$ cat src/rtl/execute_muldiv.sv
// Multi-cycle multiply/divide unit: MULT/MULTU/DIV/DIVU into HI/LO plus MTHI/MTLO.
// Define MULDIV_FAST_MUL_EN to use a single-cycle combinational multiplier for MULT/MULTU.
module execute_muldiv #(
    parameter int DATA_W = 32,
    parameter int CNT_W  = 6
) (
    input  logic              clock,
    input  logic              reset_n,
    input  logic              start,
    input  logic [2:0]        op,
    input  logic [DATA_W-1:0] src_a,
    input  logic [DATA_W-1:0] src_b,
    input  logic              flush,
    output logic              busy,
    output logic              done,
    output logic              div_zero,
    output logic [DATA_W-1:0] hi,
    output logic [DATA_W-1:0] lo
);

    typedef enum logic [2:0] {
        S_IDLE,
        S_MUL,
        S_DIV,
        S_FIX,
        S_DONE
    } state_t;

    localparam logic [2:0] OP_MULT  = 3'b000;
    localparam logic [2:0] OP_MULTU = 3'b001;
    localparam logic [2:0] OP_DIV   = 3'b010;
    localparam logic [2:0] OP_DIVU  = 3'b011;
    localparam logic [2:0] OP_MTHI  = 3'b100;
    localparam logic [2:0] OP_MTLO  = 3'b101;

    localparam logic [CNT_W-1:0] LAST_ITER = CNT_W'(DATA_W - 1);

    state_t            state;
    state_t            state_next;
    logic [CNT_W-1:0]  count;

    // Latched operand magnitudes and sign bookkeeping for the FIX step.
    logic [DATA_W-1:0] mag_a;
    logic [DATA_W-1:0] mag_b;
    logic              neg_main;
    logic              neg_rem;
    logic              is_div;
    logic              by_zero;

    // Shared work registers: product {hi,lo} for MUL, {remainder,quotient} for DIV.
    logic [DATA_W-1:0] acc_hi;
    logic [DATA_W-1:0] acc_lo;

    logic              accept;
    logic              last_iter;
    logic              op_signed;
    logic              sign_a;
    logic              sign_b;
    logic [DATA_W-1:0] in_mag_a;
    logic [DATA_W-1:0] in_mag_b;
    logic              op_is_mul;
    logic              op_is_div;

    assign accept    = (state == S_IDLE) && start;
    assign last_iter = (count == LAST_ITER);
    assign op_is_mul = (op == OP_MULT) || (op == OP_MULTU);
    assign op_is_div = (op == OP_DIV) || (op == OP_DIVU);
    assign op_signed = (op == OP_MULT) || (op == OP_DIV);
    assign sign_a    = op_signed & src_a[DATA_W-1];
    assign sign_b    = op_signed & src_b[DATA_W-1];
    assign in_mag_a  = sign_a ? -src_a : src_a;
    assign in_mag_b  = sign_b ? -src_b : src_b;

    // Shift-add step: add multiplicand when the multiplier LSB is set, then shift right.
    logic [DATA_W:0]   mul_sum;
    assign mul_sum = {1'b0, acc_hi} + (acc_lo[0] ? {1'b0, mag_a} : {(DATA_W+1){1'b0}});

    // Restoring divide step: shift in the next dividend bit and try to subtract.
    logic [DATA_W:0]   div_shift;
    logic [DATA_W:0]   div_trial;
    logic              div_fits;
    assign div_shift = {acc_hi, acc_lo[DATA_W-1]};
    assign div_trial = div_shift - {1'b0, mag_b};
    assign div_fits  = ~div_trial[DATA_W];

    logic [2*DATA_W-1:0] mul_raw;
    logic [2*DATA_W-1:0] mul_res;
    logic [DATA_W-1:0]   fix_hi;
    logic [DATA_W-1:0]   fix_lo;

`ifdef MULDIV_FAST_MUL_EN
    assign mul_raw = {{DATA_W{1'b0}}, mag_a} * {{DATA_W{1'b0}}, mag_b};
`else
    assign mul_raw = {acc_hi, acc_lo};
`endif
    assign mul_res = neg_main ? -mul_raw : mul_raw;

    // NOTE: every output of a combinational block gets a default first so no latch is inferred.
    always_comb begin
        fix_hi = mul_res[2*DATA_W-1:DATA_W];
        fix_lo = mul_res[DATA_W-1:0];
        if (is_div) begin
            if (by_zero) begin
                // Rebuilding the original dividend from its magnitude avoids a separate register.
                fix_hi = neg_rem ? -mag_a : mag_a;
                fix_lo = {DATA_W{1'b1}};
            end else begin
                fix_hi = neg_rem  ? -acc_hi : acc_hi;
                fix_lo = neg_main ? -acc_lo : acc_lo;
            end
        end
    end

    always_comb begin
        state_next = state;
        case (state)
            S_IDLE: begin
                if (start) begin
                    if (op_is_mul) begin
`ifdef MULDIV_FAST_MUL_EN
                        state_next = S_FIX;
`else
                        state_next = S_MUL;
`endif
                    end else if (op_is_div) begin
                        state_next = S_DIV;
                    end else if ((op == OP_MTHI) || (op == OP_MTLO)) begin
                        state_next = S_DONE;
                    end
                end
            end
            S_MUL, S_DIV: begin
                if (flush) begin
                    state_next = S_IDLE;
                end else if (last_iter) begin
                    state_next = S_FIX;
                end
            end
            S_FIX:   state_next = flush ? S_IDLE : S_DONE;
            S_DONE:  state_next = S_IDLE;
            default: state_next = S_IDLE;
        endcase
    end

    // NOTE: sequential state uses <= so every flop samples pre-edge values regardless of statement order.
    always_ff @(posedge clock) begin
        if (!reset_n) begin
            state <= S_IDLE;
            busy  <= 1'b0;
            done  <= 1'b0;
        end else begin
            state <= state_next;
            busy  <= (state_next == S_MUL) || (state_next == S_DIV) || (state_next == S_FIX);
            done  <= (state_next == S_DONE);
        end
    end

    always_ff @(posedge clock) begin
        if (!reset_n) begin
            count    <= '0;
            mag_a    <= '0;
            mag_b    <= '0;
            neg_main <= 1'b0;
            neg_rem  <= 1'b0;
            is_div   <= 1'b0;
            by_zero  <= 1'b0;
            acc_hi   <= '0;
            acc_lo   <= '0;
            hi       <= '0;
            lo       <= '0;
            div_zero <= 1'b0;
        end else begin
            div_zero <= (state == S_FIX) && !flush && is_div && by_zero;
            if (accept) begin
                count    <= '0;
                mag_a    <= in_mag_a;
                mag_b    <= in_mag_b;
                neg_main <= sign_a ^ sign_b;
                neg_rem  <= sign_a;
                is_div   <= op_is_div;
                by_zero  <= (src_b == '0);
                acc_hi   <= '0;
                acc_lo   <= op_is_div ? in_mag_a : in_mag_b;
                if (op == OP_MTHI) begin
                    hi <= src_a;
                end
                if (op == OP_MTLO) begin
                    lo <= src_a;
                end
            end else if ((state == S_MUL) && !flush) begin
                count  <= last_iter ? '0 : count + CNT_W'(1);
                acc_hi <= mul_sum[DATA_W:1];
                acc_lo <= {mul_sum[0], acc_lo[DATA_W-1:1]};
            end else if ((state == S_DIV) && !flush) begin
                count  <= last_iter ? '0 : count + CNT_W'(1);
                acc_hi <= div_fits ? div_trial[DATA_W-1:0] : div_shift[DATA_W-1:0];
                acc_lo <= {acc_lo[DATA_W-2:0], div_fits};
            end else if ((state == S_FIX) && !flush) begin
                hi <= fix_hi;
                lo <= fix_lo;
            end
        end
    end

endmodule
$ cat config.mk
export PLATFORM = sky130hd
export DESIGN_NAME = execute_muldiv
export DESIGN_NICKNAME = d
export VERILOG_FILES = /design/src/rtl/execute_muldiv.sv
export SDC_FILE = /design/constraint.sdc
export NUM_CORES = 1
export LEC_CHECK = 0
export BUFFER_PORTS_ARGS = -buffer_cell sky130_fd_sc_hd__clkbuf_2
export CORE_MARGIN = 4
export CORE_UTILIZATION = 30
export DETAILED_ROUTE_END_ITERATION = 10
export GPL_ROUTABILITY_DRIVEN = 0
export PLACE_DENSITY_LB_ADDON = 0.25
export SLEW_MARGIN = 5
export SYNTH_ARGS = -nofsm -noshare
export SYNTH_HDL_FRONTEND = slang
export SYNTH_SLANG_ARGS = --single-unit
export TNS_END_PERCENT = 10
$ cat constraint.sdc
create_clock -name clock -period 9.6 [get_ports clock]
set_input_delay 0.48 -clock clock [delete_from_list [all_inputs] [get_ports clock]]
set_output_delay 0.48 -clock clock [all_outputs]
set_load 0.005 [all_outputs]
==> flow_summary.json, run 1 <==
{
  "placed_cell_area_um2": 18100,
  "die_w_um": 245,
  "num_rows": 86,
  "clk_latency_ns": 0.57,
  "finish.instance_area_um2": 19000,
  "hold_path.startpoint": "src_b[0]",
  "yosys_warnings": 0,
  "hpwl_mm": 53.1,
  "drc_errors": 0,
  "peakVddDrop_v": 0.000124,
  "synth_seq_cells": 208,
  "synthTopCellsByCount": "nand2_1, dfxtp_1, a21oi_1, clkbuf_1, o21ai_0",
  "finalNetCount": 2469,
  "finalWirelength_mm": 70.4,
  "path_class": "flip-flop to flip-flop",
  "rsz0062_at_grt": "no",
  "reg2reg_slack_ns": 5.25,
  "drive_above_1_share": 0.107,
  "p_leak_uw": 0.00774,
  "worstPathArrival_ns": 4.75,
  "ys_seq_area_frac": 0.247,
  "synth_edf_count": 0,
  "start_util": 0.305,
  "fin_crit_ns": 4.35,
  "holdPathStages": 3,
  "cts_tree": "done",
  "insertedDiodeCount": 0,
  "power_density_nw_per_um2": 143,
  "first_global_vias": 16994,
  "hold_violations": 0,
  "synthesis.nets": 2452,
  "wl_per_cell_um": 22.7,
  "viasPerCell": 5.81,
  "ant_nets": 0,
  "fin_crit_sh": 0.453,
  "setup.worst_path.end_class": "flip-flop",
  "drv_cap": 0,
  "r2r_end": "acc_hi[30]$_SDFFE_PP0P_",
  "outcome": "finished, final reports clean",
  "synth.area.top_cells": "dfxtp_1, nand2_1, xnor2_1",
  "ios": 138,
  "cts.clk_slew.worst_paths_ns": 0.06,
  "maxSlewHeadroom": 0.274,
  "numCtsBuffers": 27,
  "avgSynthCellArea_um2": 7.31,
  "yosysTopAreaCellShare": 0.247,
  "multiInputGateArea_um2": 11900,
  "grt.total_usage": 0.224,
  "syn_area_um2": 16900,
  "cts_buffer_depth": 3,
  "regArea_um2": 4170,
  "max_freq_mhz": 230,
  "grt_pass1_wl_mm": 106,
  "r2r_start": "acc_lo[0]$_SDFFE_PN0P_",
  "htreeDepth": 1,
  "synth_most_common_cell": "nand2_1",
  "startpoint_type": "flip-flop",
  "dieArea_um2": 60100,
  "clockRootBuffer": "clkbuf_16",
  "hold_path_class": "input pin to flip-flop",
  "reg2regPathDepth": 14,
  "holdBufCountCts": 0,
  "cts_setup_buffers": 0,
  "cp_max_fo": 35,
  "syn_to_final_growth_pct": 12.6,
  "die_y_um": 245,
  "tightest_slew_ns": 1.08,
  "cts_resized": 0,
  "required_ns": 10.00,
  "whs_endpoint": "mag_b[0]$_SDFFE_PN0P_",
  "placeableCoreArea_um2": 55400,
  "fillers": 5886,
  "first_pass_iters": 5,
  "drtIter0Drc": 1701,
  "portBuffers": 137,
  "synth.distinct_cells": 79,
  "finalSetupTns_ns": 0,
  "cts_num_sinks": 208,
  "async_reset_ff_frac": 0,
  "clock_skew_ns": 0.0303,
  "grt_overflow": 0,
  "postSynthCellCount": 2309,
  "vias": 17984,
  "maxSlewViolCount": 0,
  "antenna_found_initial": 0,
  "grt_start_max_net_pins": 147,
  "ys.flop_type": "dfxtp_1",
  "synth.largest_area_cell": "dfxtp_1",
  "setup_viol": 0
}
## routing by layer
metal / up-vias / track usage / wire [µm]
li1: 8383 / - / -
met1: 8617 / 0.292 / 29400
met2: 812 / 0.361 / 31900
met3: 172 / 0.0284 / 4780
met4: 0 / 0.118 / 4300
met5: - / 0 / 0
## cells by family after synthesis
kind of cell | count (synthesis) | synth area share
and+or+nand+nor | 837 | 0.237
AOI/OAI and AO/OA | 727 | 0.289
buffers and inverters | 237 | 0.0531
xor gates and xnor gates | 215 | 0.112
DFF | 208 | 0.247
adders and majority gates | 72 | 0.0542
muxes | 13 | 0.00860
## registers in the layout, summed over array words and instances (netlist names)
name,cells
acc_hi,32
acc_lo,32
busy,1
by_zero,1
count,6
div_zero,1
done,1
hi,32
is_div,1
lo,32
mag_a,32
mag_b,32
neg_main,1
neg_rem,1
state,3
## worst max-delay path by stage
stage | slack (ns) | end | depth (start not counted) | start
floorplan | 5.90 | acc_hi[9]$_SDFFE_PP0P_ | 16 | acc_lo[31]$_SDFFE_PN0P_
global placement | 5.56 | acc_hi[30]$_SDFFE_PP0P_ | 14 | acc_lo[0]$_SDFFE_PN0P_
detailed placement | 5.43 | hi[26]$_SDFFE_PN0P_ | 11 | acc_hi[0]$_SDFFE_PP0P_
CTS | 5.43 | hi[26]$_SDFFE_PN0P_ | 11 | acc_hi[0]$_SDFFE_PP0P_
global route | 4.89 | acc_hi[30]$_SDFFE_PP0P_ | 14 | acc_lo[0]$_SDFFE_PN0P_
finish | 5.25 | acc_hi[30]$_SDFFE_PP0P_ | 14 | acc_lo[0]$_SDFFE_PN0P_
## worst max-delay path, cell delays in order (launching register included)
cell	delay, ns
dfxtp_1	0.30
buf_4	0.28
inv_1	0.17
nor2_1	0.21
ha_1	0.27
a21oi_1	0.20
o22ai_1	0.20
a2111oi_0	0.88
o31ai_1	0.25
o31ai_1	0.36
a21oi_1	0.23
a221oi_1	0.40
o21ai_0	0.18
xnor2_1	0.16
o22ai_1	0.09
## power breakdown
part / total, µW / leakage, µW / switching [µW] / internal, µW
Sequential: 993 / 0.00170 / 79.0 / 914
Combinational: 664 / 0.00559 / 431 / 233
Clock: 1060 / 0.000445 / 426 / 634
## placed cells by master (no fill, tap or decap), types with 14 or more instances in the layout
| cell type | count |
|---|---|
| a211oi_1 | 42 |
| a21boi_0 | 45 |
| a21o_1 | 24 |
| a21oi_1 | 165 |
| a221oi_1 | 14 |
| a31oi_1 | 32 |
| and2_1 | 43 |
| and3_1 | 38 |
| buf_4 | 28 |
| clkbuf_16 | 27 |
| clkbuf_2 | 136 |
| dfxtp_1 | 205 |
| ha_1 | 70 |
| inv_1 | 57 |
| nand2_1 | 341 |
| nand2b_1 | 21 |
| nand3_1 | 34 |
| nor2_1 | 148 |
| nor2b_1 | 33 |
| nor3_1 | 71 |
| nor4_1 | 15 |
| o211a_1 | 32 |
| o211ai_1 | 15 |
| o21ai_0 | 151 |
| o221ai_1 | 61 |
| o22ai_1 | 32 |
| o31ai_1 | 36 |
| o41ai_1 | 19 |
| or3_1 | 24 |
| xnor2_1 | 142 |
| xor2_1 | 72 |
## per-stage QoR
stage,instances,worst slack [ns],util,total power [µW],hold slack [ns]
after floorplan,2309,5.90,-,1420,0.435
after global placement,3045,5.56,0.327,1650,0.452
after detailed placement,3045,5.43,0.327,1660,0.457
after CTS,3093,5.43,0.343,2710,0.277
after global routing,3093,4.89,0.343,2830,0.296
final,3093,5.25,0.343,2720,0.303
## area by class of cell
cell class	instances	area share
repair buffers	165	0.0479
clock inverters	12	0.00777
inverters	60	0.0119
multi-input cells	1864	0.624
well taps	748	0.0492
clock buffers	36	0.0400
flip-flops and latches	208	0.219
(Power assumes the default switching activity.)
==> run 2: changes to the inputs <==
==> constraint.sdc (replaced) <==
create_clock -name clock -period 4.3 [get_ports clock]
set_input_delay 0.215 -clock clock [delete_from_list [all_inputs] [get_ports clock]]
set_output_delay 0.215 -clock clock [all_outputs]
set_load 0.005 [all_outputs]
==> flow_summary.json, run 2 (synthesized netlist as in run 1, its figures left out) <==
{
  "grt.total_usage": 0.225,
  "finalNetCount": 2502,
  "placeableCoreArea_um2": 55400,
  "layout_commonest_cell": "nand2_1",
  "drv_cap": 0,
  "drtIter0Drc": 1922,
  "htreeDepth": 1,
  "critPathTopFamily": "compound AO/OA/AOI/OAI gates",
  "p_leak_uw": 0.00790,
  "first_pass_iters": 5,
  "grt_start_max_net_pins": 87,
  "path_cells": "inv_1, fa_1, nand2b_1, a21oi_1, o22ai_1, or2_2, o2111ai_1, o211a_1, xor2_4, buf_4, nor2_1, a311oi_1, o22ai_1",
  "worstPathArrival_ns": 4.33,
  "clockRootBuffer": "clkbuf_16",
  "cp_slowest_cell": "dfxtp_1",
  "crit_path_max_incr_delay_ns": 0.51,
  "max_freq_mhz": 254,
  "viasPerCell": 5.80,
  "outcome": "finished, final reports clean",
  "required_ns": 4.70,
  "num_rows": 86,
  "drive_above_1_share": 0.120,
  "fin_crit_ns": 3.93,
  "first_global_vias": 17248,
  "cts_buffer_depth": 3,
  "peakVddDrop_v": 0.000287,
  "die_y_um": 245,
  "setup_viol": 0,
  "finalWirelength_mm": 70.9,
  "clk_latency_ns": 0.56,
  "path_class": "flip-flop to flip-flop",
  "finalSetupTns_ns": 0,
  "cp_max_fo": 26,
  "syn_to_final_growth_pct": 13.9,
  "grt_overflow": 0,
  "cts_num_sinks": 208,
  "ant_nets": 0,
  "rsz0062_at_grt": "no",
  "dieArea_um2": 60100,
  "wl_per_cell_um": 22.7,
  "wl_met2_mm": 32.3,
  "numCtsBuffers": 27,
  "holdBufCountCts": 0,
  "hold_violations": 0,
  "die_w_um": 245,
  "antenna_found_initial": 0,
  "drc_errors": 0,
  "met1_length_mm": 29.5,
  "grt_pass1_wl_mm": 106,
  "finish.instance_area_um2": 19200,
  "start_util": 0.305,
  "vias": 18135,
  "setup.worst_path.end_class": "flip-flop",
  "portBuffers": 137,
  "cts_tree": "done",
  "clock_skew_ns": 0.0108,
  "cp_common_cell": "o22ai_1",
  "placed_cell_area_um2": 18300,
  "cts.clk_slew.worst_paths_ns": 0.06,
  "met3_length_mm": 4.74,
  "ios": 138,
  "cts_setup_buffers": 0,
  "startpoint_type": "flip-flop",
  "power_uw": 6000,
  "hpwl_mm": 54.4,
  "power_density_nw_per_um2": 312,
  "hold_path_class": "input pin to flip-flop",
  "final_cell_mix": "nand2_1, dfxtp_1, a21oi_1",
  "top_layer_used": "met4",
  "crit_buf_inv": 2,
  "tightest_slew_ns": 1.09,
  "maxSlewHeadroom": 0.268,
  "maxSlewViolCount": 0,
  "fin_crit_sh": 0.914
}
run 2: worst paths after layout:
path | startpoint | endpoint | slack (ns) | cells past startpoint
min reg2reg | lo[29]$_SDFFE_PN0P_ | lo[29]$_SDFFE_PN0P_ | 0.47 | 2
max reg2reg | acc_hi[0]$_SDFFE_PP0P_ | acc_hi[2]$_SDFFE_PP0P_ | 0.37 | 13
max | acc_hi[0]$_SDFFE_PP0P_ | acc_hi[2]$_SDFFE_PP0P_ | 0.37 | 13
min | src_a[26] | hi[26]$_SDFFE_PN0P_ | 0.05 | 3
run 2: where the power goes:
part / internal (µW) / switching (µW)
Combinational: 538 / 980
Sequential: 2040 / 158
Clock: 1360 / 917
run 2: what timing repair did:
action                                  CTS  global route
endpoints found under the setup margin    0             1
hold endpoints to repair                  0             0
gates resized for setup                   0             1
run 2: layout make-up:
class / count / area [µm²]
Fill cell: 5845 / 36200
Multi-Input combinational cell: 1864 / 11900
Sequential cell: 208 / 4170
Timing Repair Buffer: 198 / 1150
Tap cell: 748 / 936
Clock buffer: 36 / 769
Inverter: 60 / 225
Clock inverter: 11 / 111
Antenna cell: 3 / 7.51
run 2: through the flow:
stage               hold slack (ns)  worst slack [ns]  cells  utilization
floorplan                     0.360             0.603   2309            -
global placement              0.448             0.424   3078        0.331
detailed placement            0.457             0.414   3078        0.331
CTS                          0.0215             0.397   3125        0.347
global route                 0.0536            0.0452   3125        0.347
finish                       0.0507             0.370   3128        0.347
run 2: worst min-delay path, cell delays in order:
cell	delay [ns]
clkbuf_2	0.15
o2111ai_1	0.14
nand2_1	0.07
run 2: layer usage:
layer,GRT usage,up-vias
met5,0,-
met4,0.120,0
met3,0.0255,190
met2,0.366,777
met1,0.292,8717
li1,-,8451
==> run 3: changes to the inputs <==
--- a/config.mk
+++ b/config.mk
@@ -11,7 +11,7 @@
 export DETAILED_ROUTE_END_ITERATION = 10
 export GPL_ROUTABILITY_DRIVEN = 0
 export PLACE_DENSITY_LB_ADDON = 0.25
-export SLEW_MARGIN = 5
+export SLEW_MARGIN = 20
 export SYNTH_ARGS = -nofsm -noshare
 export SYNTH_HDL_FRONTEND = slang
 export SYNTH_SLANG_ARGS = --single-unit
==> constraint.sdc (replaced) <==
create_clock -name clock -period 4.3 [get_ports clock]
set_input_delay 0.43 -clock clock [delete_from_list [all_inputs] [get_ports clock]]
set_output_delay 0.43 -clock clock [all_outputs]
set_load 0.005 [all_outputs]
==> flow_summary.json, run 3 (synthesized netlist as in run 1, its figures left out) <==
{
  "grt_pass1_wl_mm": 108,
  "clock_skew_ns": 0.0229,
  "cts_tree": "done",
  "die_w_um": 245,
  "insertedDiodeCount": 0,
  "first_global_vias": 17595,
  "outcome": "finished, final reports clean",
  "tightest_slew_ns": 1.07,
  "clockRootBuffer": "clkbuf_16",
  "cts_resized": 0,
  "wl_per_cell_um": 22.7,
  "portBuffers": 137,
  "holdBufCountCts": 0,
  "layout_commonest_cell": "nand2_1",
  "numCtsBuffers": 25,
  "hold_violations": 0,
  "required_ns": 4.69,
  "grt_start_max_net_pins": 91,
  "vias": 18177,
  "grt_overflow": 0,
  "fin_crit_sh": 0.930,
  "fin_crit_ns": 4.00,
  "p_seq_frac": 0.376,
  "maxSlewViolCount": 0,
  "hpwl_mm": 54.9,
  "cts_buffer_depth": 3,
  "top_layer_used": "met4",
  "setup_viol": 0,
  "ios": 138,
  "power_frac_comb": 0.261,
  "die_y_um": 245,
  "num_rows": 86,
  "power_density_nw_per_um2": 305,
  "worstPathArrival_ns": 4.39,
  "pwr-share-clk": 0.363,
  "peakVddDrop_v": 0.000292,
  "maxSlewHeadroom": 0.266,
  "setup.worst_path.end_class": "flip-flop",
  "power_switching_uw": 2040,
  "cts_num_sinks": 208,
  "cp_max_fo": 34,
  "grt.total_usage": 0.228,
  "p_int_uw": 3800,
  "max_freq_mhz": 250,
  "drv_cap": 0,
  "path_class": "flip-flop to flip-flop",
  "rsz0062_at_grt": "no",
  "clk_latency_ns": 0.56,
  "swShare": 0.350,
  "startpoint_type": "flip-flop",
  "placeableCoreArea_um2": 55400,
  "drc_errors": 0,
  "cts.clk_slew.worst_paths_ns": 0.06,
  "start_util": 0.305,
  "final_cell_mix": "nand2_1, dfxtp_1, a21oi_1",
  "finalWirelength_mm": 71.1,
  "drtIter0Drc": 1778,
  "syn_to_final_growth_pct": 13.6,
  "met1_length_mm": 29.8,
  "hold_path.startpoint": "src_b[0]",
  "wl_met2_mm": 31.8,
  "viasPerCell": 5.81,
  "dieArea_um2": 60100,
  "met3_length_mm": 4.67,
  "cts_setup_buffers": 0,
  "first_pass_iters": 5,
  "ant_nets": 0,
  "finalNetCount": 2504,
  "antenna_found_initial": 1,
  "drive_above_1_share": 0.118,
  "holdWs_ns": 0.265,
  "finalSetupTns_ns": 0,
  "p_leak_uw": 0.00788,
  "r2r_start": "acc_lo[0]$_SDFFE_PN0P_",
  "worstSetupStartpoint": "acc_lo[0]$_SDFFE_PN0P_",
  "hold_path_class": "input pin to flip-flop",
  "htreeDepth": 1
}
run 3: path summary, 6_finish.rpt:
| check | endpoint | slack, ns | cells past startpoint |
|---|---|---|---|
| setup / recovery | acc_hi[30]$_SDFFE_PP0P_ | 0.30 | 13 |
| hold / removal | mag_b[0]$_SDFFE_PN0P_ | 0.26 | 3 |
| setup reg to reg | acc_hi[30]$_SDFFE_PP0P_ | 0.30 | 13 |
| hold reg to reg | hi[3]$_SDFFE_PN0P_ | 0.47 | 2 |
run 3: metrics by stage:
| stage | total power [µW] | util | worst slack, ns | cell area (µm²) | std cells |
|---|---|---|---|---|---|
| 6_report | 5840 | 0.346 | 0.300 | 19200 | 3128 |
| 5_1_grt | 6080 | 0.346 | 0.0201 | 19200 | 3128 |
| 4_1_cts | 5830 | 0.345 | 0.342 | 19100 | 3122 |
| 3_5_place_dp | 3710 | 0.331 | 0.376 | 18300 | 3076 |
| 3_3_place_gp | 3700 | 0.331 | 0.353 | 18300 | 3076 |
| 2_1_floorplan | 3170 | - | 0.603 | 16900 | 2309 |
run 3: power groups by stage:
stage | sequential, µW | combinational [µW] | clock (µW)
after floorplan | 2150 | 1010 | 0
after global placement | 2230 | 1470 | 0
after detailed placement | 2230 | 1480 | 0
after CTS | 2190 | 1490 | 2150
after global routing | 2210 | 1650 | 2220
final | 2200 | 1520 | 2120
run 3: area by class of cell:
cell class              count  area, µm²
repair buffers            202       1200
flip-flops and latches    208       4170
clock inverters            10        108
multi-input cells        1864      11900
inverters                  60        225
clock buffers              36        677
well taps                 748        936
fillers                  5899      36200
run 3: worst max-delay path, cell delays in order, from the launching register on:
cell and delay [ns]:
dfxtp_1 0.32, buf_4 0.28, and2_1 0.18, ha_1 0.29, and4_1 0.26, a21o_1 0.20
a2111oi_0 0.67, o31ai_1 0.24, o31ai_1 0.36, a21oi_1 0.22, a221oi_1 0.42, o21ai_0 0.18
xnor2_1 0.15, o22ai_1 0.09
run 3: routing by layer:
| metal | vias up | global-route usage |
|---|---|---|
| met5 | - | 0 |
| met4 | 0 | 0.134 |
| met3 | 200 | 0.0312 |
| met2 | 742 | 0.366 |
| met1 | 8776 | 0.291 |
| li1 | 8459 | - |
